### src/rtl/snd_cmd_pkg.sv
// Shared types and status-bit positions for the sound command sender.
package snd_cmd_pkg;

  typedef enum logic [2:0] {
    IDLE,
    SETUP,
    STROBE,
    WAIT_SET,
    WAIT_CLR
  } state_t;

  localparam int ST_EMPTY   = 0;
  localparam int ST_FULL    = 1;
  localparam int ST_SENDING = 2;
  localparam int ST_BUSY    = 3;
  localparam int ST_TIMEOUT = 6;
  localparam int ST_OVF     = 7;

endpackage

### src/rtl/snd_cmd_sender_if.sv
// Main-CPU bus side of the sound command sender: write/read strobes and status.
interface snd_cmd_sender_if;
  logic       cpu_wr;
  logic [7:0] cpu_din;
  logic       cpu_rd;
  logic [7:0] cpu_dout;

  modport master (output cpu_wr, cpu_din, cpu_rd, input cpu_dout);
  modport slave  (input cpu_wr, cpu_din, cpu_rd, output cpu_dout);
endinterface

### src/rtl/snd_cmd_fifo.sv
// Small synchronous FIFO with wrap-bit pointers; head is read combinationally.
module snd_cmd_fifo #(
  parameter int DEPTH  = 4,
  parameter int DATA_W = 8
) (
  input  logic              clk,
  input  logic              rst,
  input  logic              push,
  input  logic [DATA_W-1:0] din,
  input  logic              pop,
  output logic [DATA_W-1:0] head,
  output logic              full,
  output logic              empty
);
  localparam int AW = $clog2(DEPTH);

  logic [AW:0]       wptr, rptr;
  logic [DATA_W-1:0] mem [DEPTH];
  logic              wr_en, rd_en;

  assign full  = (wptr[AW] != rptr[AW]) && (wptr[AW-1:0] == rptr[AW-1:0]);
  assign empty = (wptr == rptr);
  assign wr_en = push && !full;
  assign rd_en = pop && !empty;
  assign head  = mem[rptr[AW-1:0]];

  always_ff @(posedge clk) begin
    if (wr_en) mem[wptr[AW-1:0]] <= din;
  end

  always_ff @(posedge clk or posedge rst) begin
    if (rst) begin
      wptr <= '0;
      rptr <= '0;
    end else begin
      if (wr_en) wptr <= wptr + 1'b1;
      if (rd_en) rptr <= rptr + 1'b1;
    end
  end
endmodule

### src/rtl/snd_cmd_sender.sv
// Queues CPU command bytes and hands them one at a time to the sound latch.
// Optional watchdog on the busy handshake: define SND_CMD_TIMEOUT_EN.
module snd_cmd_sender
  import snd_cmd_pkg::*;
#(
  parameter int DEPTH       = 4,
  parameter int SETUP_CYC   = 2,
  parameter int STROBE_CYC  = 4,
  parameter int TIMEOUT_CYC = 65535
) (
  input  logic                clk,
  input  logic                rst,
  snd_cmd_sender_if.slave     cpu,
  input  logic                SND_BUSY,
  output logic [7:0]          data_out,
  output logic                MCODE,
  output logic                fifo_full,
  output logic                fifo_empty
);
  localparam logic [7:0] SETUP_LAST  = 8'(SETUP_CYC - 1);
  localparam logic [7:0] STROBE_LAST = 8'(STROBE_CYC - 1);

  state_t     state;
  logic [7:0] cnt;
  logic [7:0] head;
  logic       busy_p0, busy_sync;
  logic       pop, waiting, wd_hit;
  logic       ovf, tmo;

  snd_cmd_fifo #(.DEPTH(DEPTH), .DATA_W(8)) u_fifo (
    .clk   (clk),
    .rst   (rst),
    .push  (cpu.cpu_wr),
    .din   (cpu.cpu_din),
    .pop   (pop),
    .head  (head),
    .full  (fifo_full),
    .empty (fifo_empty)
  );

  // SND_BUSY comes from another board: two-stage synchroniser
  always_ff @(posedge clk or posedge rst) begin
    if (rst) begin
      busy_p0   <= 1'b0;
      busy_sync <= 1'b0;
    end else begin
      busy_p0   <= SND_BUSY;
      busy_sync <= busy_p0;
    end
  end

  assign pop     = (state == IDLE) && !fifo_empty && !busy_sync;
  assign waiting = (state == WAIT_SET) || (state == WAIT_CLR);

`ifdef SND_CMD_TIMEOUT_EN
  localparam logic [15:0] WD_LAST = 16'(TIMEOUT_CYC - 1);
  logic [15:0] wd;

  assign wd_hit = waiting && (wd == WD_LAST);

  always_ff @(posedge clk or posedge rst) begin
    if (rst)                    wd <= '0;
    else if (pop)               wd <= '0;
    else if (waiting && !wd_hit) wd <= wd + 16'd1;
  end
`else
  logic [15:0] unused_timeout_cfg;
  assign unused_timeout_cfg = 16'(TIMEOUT_CYC);
  assign wd_hit = 1'b0;
`endif

  always_ff @(posedge clk or posedge rst) begin
    if (rst) begin
      state    <= IDLE;
      cnt      <= '0;
      MCODE    <= 1'b0;
      data_out <= 8'h00;
    end else begin
      case (state)
        IDLE: if (pop) begin
          data_out <= head;
          cnt      <= '0;
          state    <= SETUP;
        end
        SETUP: if (cnt == SETUP_LAST) begin
          cnt   <= '0;
          MCODE <= 1'b1;
          state <= STROBE;
        end else cnt <= cnt + 8'd1;
        STROBE: if (cnt == STROBE_LAST) begin
          MCODE <= 1'b0;
          state <= WAIT_SET;
        end else cnt <= cnt + 8'd1;
        WAIT_SET: if (wd_hit) state <= IDLE;
          else if (busy_sync) state <= WAIT_CLR;
        WAIT_CLR: if (wd_hit || !busy_sync) state <= IDLE;
        default: state <= IDLE;
      endcase
    end
  end

  // A fresh overflow/timeout in the same cycle as a status read keeps the flag set
  always_ff @(posedge clk or posedge rst) begin
    if (rst) begin
      ovf <= 1'b0;
      tmo <= 1'b0;
    end else begin
      if (cpu.cpu_wr && fifo_full) ovf <= 1'b1;
      else if (cpu.cpu_rd)         ovf <= 1'b0;
      if (wd_hit)                  tmo <= 1'b1;
      else if (cpu.cpu_rd)         tmo <= 1'b0;
    end
  end

  always_comb begin
    cpu.cpu_dout             = 8'h00;
    cpu.cpu_dout[ST_EMPTY]   = fifo_empty;
    cpu.cpu_dout[ST_FULL]    = fifo_full;
    cpu.cpu_dout[ST_SENDING] = (state != IDLE);
    cpu.cpu_dout[ST_BUSY]    = busy_sync;
    cpu.cpu_dout[ST_TIMEOUT] = tmo;
    cpu.cpu_dout[ST_OVF]     = ovf;
  end
endmodule

### src/flat_wrapper.sv
// flat-port wrapper written by rule: the top's interface ports become plain ports
module snd_cmd_sender_flat import snd_cmd_pkg::*;
#(
  parameter int DEPTH       = 4,
  parameter int SETUP_CYC   = 2,
  parameter int STROBE_CYC  = 4,
  parameter int TIMEOUT_CYC = 65535
)
  (clk, rst, SND_BUSY, data_out, MCODE, fifo_full, fifo_empty, cpu_cpu_wr, cpu_cpu_din, cpu_cpu_rd, cpu_cpu_dout);
  snd_cmd_sender_if cpu_i ();
  input  logic clk;
  input  logic rst;
  input  logic SND_BUSY;
  output logic [7:0] data_out;
  output logic MCODE;
  output logic fifo_full;
  output logic fifo_empty;
  input wire logic [$bits(cpu_i.cpu_wr)-1:0] cpu_cpu_wr;
  input wire logic [$bits(cpu_i.cpu_din)-1:0] cpu_cpu_din;
  input wire logic [$bits(cpu_i.cpu_rd)-1:0] cpu_cpu_rd;
  output wire logic [$bits(cpu_i.cpu_dout)-1:0] cpu_cpu_dout;
  assign cpu_i.cpu_wr = cpu_cpu_wr;
  assign cpu_i.cpu_din = cpu_cpu_din;
  assign cpu_i.cpu_rd = cpu_cpu_rd;
  assign cpu_cpu_dout = cpu_i.cpu_dout;
  snd_cmd_sender #(.DEPTH(DEPTH), .SETUP_CYC(SETUP_CYC), .STROBE_CYC(STROBE_CYC), .TIMEOUT_CYC(TIMEOUT_CYC)) u_core (.clk(clk), .rst(rst), .cpu(cpu_i), .SND_BUSY(SND_BUSY), .data_out(data_out), .MCODE(MCODE), .fifo_full(fifo_full), .fifo_empty(fifo_empty));
endmodule
### config.mk
export PLATFORM = sky130hd
export DESIGN_NAME = snd_cmd_sender_flat
export DESIGN_NICKNAME = d
export VERILOG_FILES = /design/src/rtl/snd_cmd_pkg.sv /design/src/rtl/snd_cmd_sender_if.sv /design/src/rtl/snd_cmd_fifo.sv /design/src/rtl/snd_cmd_sender.sv /design/src/flat_wrapper.sv
export SDC_FILE = /design/constraint.sdc
export NUM_CORES = 1
export LEC_CHECK = 0
export ABC_CLOCK_PERIOD_IN_PS = 5300
export CAP_MARGIN = 20
export CORE_AREA = 3 3 89 91
export DETAILED_ROUTE_END_ITERATION = 10
export DIE_AREA = 0 0 92 94
export GPL_ROUTABILITY_DRIVEN = 1
export SLEW_MARGIN = 20
export SYNTH_ARGS = -nofsm -noshare
export SYNTH_HDL_FRONTEND = slang
export SYNTH_SLANG_ARGS = --single-unit
export TNS_END_PERCENT = 100
### constraint.sdc
create_clock -name clk -period 5.3 [get_ports clk]
set_input_delay 1.06 -clock clk [delete_from_list [all_inputs] [get_ports clk]]
set_output_delay 1.06 -clock clk [all_outputs]
set_load 0.03 [all_outputs]
==> flow_summary.json, run 1 <==
{
  "worst_slew_pin_slew_ns": 0.803,
  "cts.path.max_buffers": 2,
  "drt_iter0_markers": 51,
  "die_x_um": 92,
  "cp_data_required_time_ns": 4.24,
  "syn_inst": 195,
  "hold_slack_ns": 0.366,
  "std_cell_rows": 31,
  "antenna_found_initial": 0,
  "vias_per_cell": 5.01,
  "cts-resized-gates": 0,
  "yosys_warnings": 0,
  "synth-main-ff-cell": "edfxtp_1",
  "startpoint": "u_core.u_fifo.rptr[1]",
  "fill_cells": 670,
  "met2_length_mm": 2.56,
  "r2r_start": "u_core.u_fifo.rptr[0]",
  "p_total_mw": 2.01,
  "power.density_nw_per_um2": 604,
  "max_freq_mhz": 287,
  "fin_crit_ns": 3.49,
  "yosysTopAreaCell": "edfxtp_1",
  "setup_tns_ns": 0,
  "insertedDiodeCount": 0,
  "wl_mm": 5.02,
  "syn_to_final_growth_pct": 17.4,
  "arrival_ns": 2.43,
  "top_layer_used": "met4",
  "num_vias": 1637,
  "finalCritPeriodShare": 0.658,
  "cts_setup_buffers": 0,
  "drtAntennaViolNets": 0,
  "grt_max_degree": 30,
  "die_h_um": 94,
  "clk_pin_slew_ns": 0.08,
  "syn_area_um2": 2840,
  "synthTopCellsByCount": "edfxtp_1, dfrtp_1, nor2_1",
  "synth-edff-count": 32,
  "layout.nets": 243,
  "synth.distinct_cells": 49,
  "rsz0062_at_grt": "false",
  "start_util": 0.394,
  "drt-met1-wl_mm": 2.18,
  "htree_num_levels": 3,
  "slew_viol_final": 0,
  "path_class": "flop to output port",
  "place_congestion": 0.756,
  "holdBufCountCts": 0,
  "synthMostInstantiatedCell": "edfxtp_1",
  "yosysSeqAreaShare": 0.593,
  "reg2reg_depth": 3,
  "grt_pass1_wl_mm": 8.20,
  "critical_path.max_fanout": 11,
  "grt_usage": 0.126,
  "drive_gt1_frac": 0.202,
  "drtPass1Iterations": 4,
  "end_kind": "output port",
  "cp-endpoint": "fifo_full",
  "synthArstFlopShare": 0.475,
  "ioPinCount": 32,
  "final_cell_area_um2": 3340,
  "grt_pass1_vias": 1601,
  "place_hpwl_mm": 3.29,
  "reg2reg_slack_ns": 2.95,
  "reg2reg_to": "u_core.u_fifo.mem[1][5]",
  "synth_seq_cells": 61,
  "drc": 0,
  "avgSynthCellArea_um2": 14.6,
  "slew_headroom": 0.464,
  "ys_top_cells_by_area": "edfxtp_1, dfrtp_1, mux4_2",
  "io_buffers": 28,
  "clkSinkCount": 61,
  "wl_per_cell_um": 15.3,
  "dpl_cell_area_um2": 3140,
  "utilization": 0.463,
  "maxCapViolCount": 0,
  "hp-class": "flop to flop",
  "die_area_um2": 8650,
  "finalHoldViolations": 0,
  "root_buffer": "clkbuf_8",
  "fin_skew_ns": 0.0108,
  "critPathLaunchType": "flop",
  "grt-ovfl-total": 0,
  "met3_length_um": 233,
  "core-area_um2": 7210,
  "worst_ir_drop_vdd_mv": 0.330,
  "synth_top_area_share": 0.338,
  "cts_tree": "yes",
  "numCtsBuffers": 9,
  "finalSetupViolCount": 0,
  "clkLatencyLatePin_ns": 0.34,
  "status": "completed",
  "cellLeakagePower_nw": 1.28
}
stage by stage:
step	worst slack (ns)	instances
5_1_grt	1.60	327
6_report	1.81	327
4_1_cts	1.84	327
3_5_place_dp	2.22	311
3_3_place_gp	2.27	311
2_1_floorplan	2.54	197
sequential cells by signal, summed over array words and instances (netlist names):
register,cells
u_core.MCODE,1
u_core.busy_p0,1
u_core.busy_sync,1
u_core.cnt,8
u_core.data_out,8
u_core.ovf,1
u_core.state,3
u_core.u_fifo.mem,32
u_core.u_fifo.rptr,3
u_core.u_fifo.wptr,3
critical path: stages, from the launching register on:
cell and delay (ns):
dfrtp_1 0.55, xnor2_1 0.51, nand2_1 0.17, nor2_1 0.16, clkdlybuf4s50_1 0.70
cells by family (layout without fill, tap and decap cells):
group | after synthesis | after routing | synth area share
buffers and inverters | 24 | 55 | 0.0563
XOR/XNOR | 9 | 9 | 0.0304
other | 1 | 3 | 0.00132
AND/OR/NAND/NOR | 47 | 47 | 0.0986
AO/OA/AOI/OAI | 27 | 27 | 0.0814
multiplexers | 19 | 19 | 0.108
flip-flops | 61 | 61 | 0.593
adder cells (fa/ha/maj) | 7 | 7 | 0.0308
placed cells by master (no fill, tap or decap), types with 2 or more instances in the layout:
cell type / synthesis / layout
a221o_1: 2 / 2
mux2_2: 9 / 9
nand2b_1: 2 / 2
and3_1: 3 / 3
nor2_1: 12 / 12
mux4_2: 7 / 7
dfrtp_1: 29 / 29
edfxtp_1: 32 / 32
clkdlybuf4s50_1: 0 / 28
conb_1: 1 / 3
inv_6: 0 / 5
o21ai_0: 4 / 4
a21oi_1: 2 / 2
a22o_1: 3 / 3
xnor2_1: 5 / 5
xor2_1: 3 / 3
ha_1: 7 / 7
a2111o_1: 3 / 3
a31oi_1: 4 / 4
and2_1: 6 / 6
nand3_1: 6 / 6
inv_1: 10 / 10
nand2_1: 6 / 6
clkbuf_8: 2 / 9
or3b_2: 2 / 2
layer usage:
| layer | track usage | vias up |
|---|---|---|
| li1 | - | 779 |
| met1 | 0.155 | 821 |
| met2 | 0.201 | 33 |
| met3 | 0.0537 | 4 |
| met4 | 0.0446 | 0 |
| met5 | 0 | - |
worst min path at each step:
stage,from,endpoint,slack [ns],depth (start not counted)
after floorplan,u_core.busy_p0,u_core.busy_sync,0.33,0
after global placement,u_core.busy_p0,u_core.busy_sync,0.35,0
after detailed placement,u_core.busy_p0,u_core.busy_sync,0.35,0
after CTS,u_core.busy_p0,u_core.busy_sync,0.36,0
after global routing,u_core.busy_p0,u_core.busy_sync,0.37,0
final,u_core.busy_p0,u_core.busy_sync,0.37,0
layout make-up:
| cell class | instances | area (µm²) | share of cell area |
|---|---|---|---|
| sequential | 61 | 1690 | 0.505 |
| multi-input combinational | 112 | 1010 | 0.304 |
| timing repair buffer | 29 | 288 | 0.0862 |
| clock buffer | 9 | 124 | 0.0371 |
| tap | 99 | 124 | 0.0371 |
| clock inverter | 7 | 62.6 | 0.0187 |
| inverter | 10 | 37.5 | 0.0112 |
report_power, final:
part	internal (mW)	leakage (nW)	total, mW	switching, mW
Clock	0.181	0.0936	0.394	0.213
Combinational	0.400	0.536	0.856	0.456
Sequential	0.641	0.652	0.765	0.125
Total	1.22	1.28	2.01	0.793
Power figures use the tool's default switching activity.
==> inputs of run 2 (changes only) <==
Settings changed: ABC_CLOCK_PERIOD_IN_PS 5300 to 3430.
Clock period 5.3 ns to 3.43 ns, I/O delays scaled along.
==> run 2 against run 1 <==
Effect of this change:
- sequential share of layout area decreased by 0.15 points
- cell count increased by 0.61%
- critical endpoint is now fifo_empty
- global-route usage increased by 0.35 points
- design area increased by 0.30%
- worst setup slack got worse by 1.4 ns
- utilization increased by 0.14 points
- routed wire length increased by 0.18%
- clock-buffer cell count increased by 1
- sequential power increased by 50%
- clock skew decreased by 0.0026 ns
- largest cell class unchanged
- combinational power increased by 58%
- critical path depth unchanged
==> flow_summary.json, run 2 (synthesis gave the netlist of run 1 again) <==
{
  "status": "completed",
  "setup_tns_ns": 0,
  "std_cell_rows": 31,
  "grt_usage": 0.130,
  "ioPinCount": 32,
  "slew_headroom": 0.658,
  "final_cell_area_um2": 3350,
  "drtAntennaViolNets": 0,
  "combPwrFrac": 0.432,
  "seqPwrFrac": 0.370,
  "grt_pass1_vias": 1653,
  "arrival_ns": 2.36,
  "place_congestion": 0.812,
  "grt_max_degree": 30,
  "p_sw_mw": 1.16,
  "path_class": "flop to output port",
  "final_cells": 329,
  "p_int_mw": 1.95,
  "largest_reg_flops": 32,
  "cp_data_required_time_ns": 2.74,
  "die_x_um": 92,
  "hold_slack_ns": 0.358,
  "max_freq_mhz": 328,
  "grt-ovfl-total": 0,
  "path_cells": "xnor2_1 > nand2_1 > nor2_1 > clkdlybuf4s50_1",
  "cp_slowest_cell": "clkdlybuf4s50_1",
  "hp-class": "flop to flop",
  "startpoint": "u_core.u_fifo.rptr[1]",
  "drive_gt1_frac": 0.200,
  "grt_pass1_wl_mm": 8.47,
  "vias_per_cell": 4.93,
  "reg2reg_depth": 3,
  "drt_iter0_markers": 56,
  "num_vias": 1623,
  "p_total_mw": 3.12,
  "dp.cells": 313,
  "detailedPlace.worstSlack_ns": 0.694,
  "worst_slack_ns": 0.381,
  "final_common_cell": "edfxtp_1",
  "wl_mm": 5.02,
  "wl_per_cell_um": 15.3,
  "insertedDiodeCount": 0,
  "numCtsBuffers": 9,
  "worst_slew_pin_slew_ns": 0.510,
  "fin_skew_ns": 0.00822,
  "cellLeakagePower_nw": 1.28,
  "worst_ir_drop_vdd_mv": 0.335,
  "r2r_start": "u_core.u_fifo.rptr[1]",
  "layout.nets": 245,
  "fin_crit_ns": 3.05,
  "cp-endpoint": "fifo_empty",
  "die_area_um2": 8650,
  "dpl_cell_area_um2": 3150,
  "end_kind": "output port",
  "finalCritPeriodShare": 0.889,
  "antenna_found_initial": 0,
  "root_buffer": "clkbuf_8",
  "reg2reg_to": "u_core.u_fifo.mem[3][3]",
  "drtPass1Iterations": 4,
  "syn_to_final_growth_pct": 17.7,
  "clk_pin_slew_ns": 0.07,
  "die_h_um": 94,
  "clkSinkCount": 61,
  "holdBufCountCts": 0,
  "swShare": 0.373,
  "rsz0062_at_grt": "false",
  "p_clk_frac": 0.198,
  "fill_cells": 667,
  "critPathLaunchType": "flop",
  "clkLatencyLatePin_ns": 0.33,
  "cts_tree": "yes",
  "cts-resized-gates": 0,
  "finalSetupViolCount": 0,
  "maxCapViolCount": 0,
  "start_util": 0.394,
  "core-area_um2": 7210,
  "final_cell_mix": "edfxtp_1, dfrtp_1, clkdlybuf4s50_1, nor2_1, inv_1",
  "cts_setup_buffers": 0,
  "slew_viol_final": 0,
  "cts.path.max_buffers": 2,
  "reg2reg_slack_ns": 1.17,
  "drc": 0,
  "critPathMaxStageDelay_ns": 0.70,
  "io_buffers": 28,
  "finalHoldViolations": 0,
  "critical_path.max_fanout": 11,
  "power.density_nw_per_um2": 931,
  "place_hpwl_mm": 3.37,
  "utilization": 0.464,
  "htree_num_levels": 3
}
run 2: changes by cell type in the layout (fill, tap and decap cells not counted):
cell,previous run,this run
buf_4,1,3
inv_8,1,0
clkbuf_1,0,1
bufinv_16,0,1
a311oi_2,0,1
inv_6,5,0
clkinvlp_4,1,3
a311oi_4,1,0
clkinv_4,0,1
clkinv_1,0,1
run 2: how the worst min path moves through the flow:
stage	startpoint	end	slack (ns)	cells after the start
after global routing	u_core.busy_p0	u_core.busy_sync	0.38	0
final	u_core.busy_p0	u_core.busy_sync	0.36	0
after detailed placement	u_core.busy_p0	u_core.busy_sync	0.35	0
after CTS	u_core.busy_p0	u_core.busy_sync	0.37	0
after global placement	u_core.busy_p0	u_core.busy_sync	0.35	0
after floorplan	u_core.busy_p0	u_core.busy_sync	0.33	0
run 2: power groups by stage:
stage | Combinational (mW) | Clock [mW] | Sequential (mW)
floorplan | 1.00 | 0 | 1.20
global placement | 1.36 | 0 | 1.17
detailed placement | 1.37 | 0 | 1.17
CTS | 1.37 | 0.639 | 1.16
global route | 1.47 | 0.673 | 1.19
finish | 1.35 | 0.617 | 1.15
run 2: final cells by class:
cell class / count / area (µm²) / area share
clock buffers: 10 / 128 / 0.0381
clock inverters: 6 / 65.1 / 0.0194
inverters: 10 / 37.5 / 0.0112
multi-input cells: 112 / 1000 / 0.300
flip-flops and latches: 61 / 1690 / 0.504
well taps: 99 / 124 / 0.0370
repair buffers: 31 / 303 / 0.0905
run 2: layer usage:
layer	global-route usage	up-vias	part of all wire	wire length [µm]
met5	0	-	0	0
met4	0.0619	0	0.017	83
met3	0.0417	9	0.036	179
met2	0.204	32	0.50	2530
met1	0.163	796	0.44	2230
li1	-	786	-	-
run 2: worst max-delay path, delay by kind of cell, from the launching register on:
| kind | cells | cell delay (ns) |
|---|---|---|
| buffers and inverters | 1 | 0.70 |
| DFF | 1 | 0.56 |
| xor gates and xnor gates | 1 | 0.47 |
| and+or+nand+nor | 2 | 0.32 |
==> inputs of run 3 (changes only) <==
Settings changed: CELL_PAD_IN_SITES_DETAIL_PLACEMENT from default to 0, CELL_PAD_IN_SITES_GLOBAL_PLACEMENT from default to 1, CTS_CLUSTER_DIAMETER from default to 30, PLACE_DENSITY_LB_ADDON from default to 0.1.
==> run 3 against run 2 <==
Effect of this change:
- worst setup slack got worse by 0.039 ns
- sequential power about the same
- power increased by 3.6%
- hold slack got worse by 0.0036 ns
- non-clock buffer count unchanged
- cell count unchanged
- clock power increased by 14%
- largest power group unchanged
- highest routed layer unchanged
==> flow_summary.json, run 3 (synthesis gave the netlist of run 1 again) <==
{
  "ioPinCount": 32,
  "cts.path.max_buffers": 2,
  "maxCapViolCount": 0,
  "die_h_um": 94,
  "power.density_nw_per_um2": 956,
  "cp_data_required_time_ns": 2.74,
  "drc": 0,
  "cellLeakagePower_nw": 1.30,
  "worst_slew_pin_slew_ns": 0.543,
  "final_cell_mix": "edfxtp_1, dfrtp_1, clkdlybuf4s50_1, nor2_1, inv_1",
  "final_common_cell": "edfxtp_1",
  "path_buf_inv": 1,
  "cts_tree": "yes",
  "num_vias": 1660,
  "largest_reg_flops": 32,
  "hp-class": "flop to flop",
  "drtPass1Iterations": 4,
  "syn_to_final_growth_pct": 18.8,
  "grt_usage": 0.138,
  "slew_headroom": 0.637,
  "htree_num_levels": 3,
  "grt-ovfl-total": 0,
  "io_buffers": 28,
  "clk_pin_slew_ns": 0.07,
  "wl_per_cell_um": 16.2,
  "grt_max_degree": 30,
  "die_area_um2": 8650,
  "arrival_ns": 2.40,
  "root_buffer": "clkbuf_8",
  "grt_pass1_wl_mm": 8.94,
  "die_x_um": 92,
  "status": "completed",
  "std_cell_rows": 31,
  "drt_iter0_markers": 42,
  "wl_mm": 5.33,
  "final_cell_area_um2": 3380,
  "end_kind": "output port",
  "fill_cells": 643,
  "insertedDiodeCount": 0,
  "fin_crit_ns": 3.09,
  "cts_setup_buffers": 0,
  "antenna_found_initial": 0,
  "drtAntennaViolNets": 0,
  "setup_tns_ns": 0,
  "critPathLaunchType": "flop",
  "drive_gt1_frac": 0.209,
  "numCtsBuffers": 9,
  "dp.cells": 313,
  "finalSetupViolCount": 0,
  "grt_pass1_vias": 1772,
  "core-area_um2": 7210,
  "critical_path.max_fanout": 11,
  "path_class": "flop to output port",
  "layout.nets": 245,
  "clkLatencyLatePin_ns": 0.33,
  "final_cells": 329,
  "slew_viol_final": 0,
  "finalCritPeriodShare": 0.900,
  "cts-resized-gates": 0,
  "crit_family": "buffers and inverters",
  "path_cells": "xnor2_1 > nand2_1 > nor2_1 > clkdlybuf4s50_1",
  "max_freq_mhz": 324,
  "rsz0062_at_grt": "false",
  "finalHoldViolations": 0,
  "place_congestion": 0.791,
  "cp_slowest_cell": "clkdlybuf4s50_1",
  "dpl_cell_area_um2": 3150,
  "worst_ir_drop_vdd_mv": 0.384,
  "start_util": 0.394,
  "fin_skew_ns": 0.0116,
  "clkSinkCount": 61,
  "place_hpwl_mm": 3.59,
  "holdBufCountCts": 0,
  "vias_per_cell": 5.05,
  "critPathMaxStageDelay_ns": 0.71
}
==> run 3: cell types whose count changed in the layout (fill, tap and decap cells not counted) <==
| cell | change |
|---|---|
| bufinv_16 | +1 |
| clkbuf_1 | -1 |
| clkinv_1 | -1 |
| clkinv_2 | +1 |
| clkinvlp_4 | -1 |
| inv_6 | +1 |
==> run 3: path summary, 6_finish.rpt <==
kind	from	cells past startpoint	slack [ns]	endpoint
max in group asynchronous	rst	3	2.40	u_core.u_fifo.wptr[2]
setup reg to reg	u_core.u_fifo.rptr[1]	3	1.16	u_core.u_fifo.mem[0][7]
hold / removal	u_core.busy_p0	0	0.35	u_core.busy_sync
setup / recovery	u_core.u_fifo.rptr[1]	4	0.34	fifo_empty
min in group asynchronous	rst	3	0.73	u_core.data_out[6]
hold reg to reg	u_core.busy_p0	0	0.35	u_core.busy_sync
==> run 3: where the power goes <==
group          internal (mW)  switching (mW)
combinational          0.628           0.745
sequential             0.992           0.162
clock                  0.411           0.291
==> run 3: final cells by class <==
| type | count | area, µm² | share of cell area |
|---|---|---|---|
| multi-input cells | 112 | 1000 | 0.297 |
| repair buffers | 31 | 303 | 0.0897 |
| clock inverters | 7 | 97.6 | 0.0289 |
| inverters | 10 | 37.5 | 0.0111 |
| well taps | 99 | 124 | 0.0367 |
| clock buffers | 9 | 124 | 0.0367 |
| flip-flops and latches | 61 | 1690 | 0.500 |
==> run 3: through the flow <==
stage                     utilization  total power, mW  worst slack (ns)  hold slack, ns
final                           0.468             3.23             0.342           0.355
after global routing            0.468             3.44             0.159           0.385
after CTS                       0.468             3.28             0.301           0.354
after detailed placement        0.437             2.56             0.699           0.336
after global placement          0.437             2.52             0.768           0.335
after floorplan                     -             2.20              1.04           0.331
==> run 3: metal layers <==
metal  global-route usage  wire, µm  up-vias
li1                     -         -      780
met1                0.157      2280      845
met2                0.245      2900       31
met3               0.0304       138        4
met4               0.0681        20        0
met5                    0         0        -
==> run 3: worst reg2reg max path: stages (launching register included) <==
cell and delay (ns):
dfrtp_1 0.64, xnor2_1 0.26, a31oi_1 0.51, and2_1 0.51
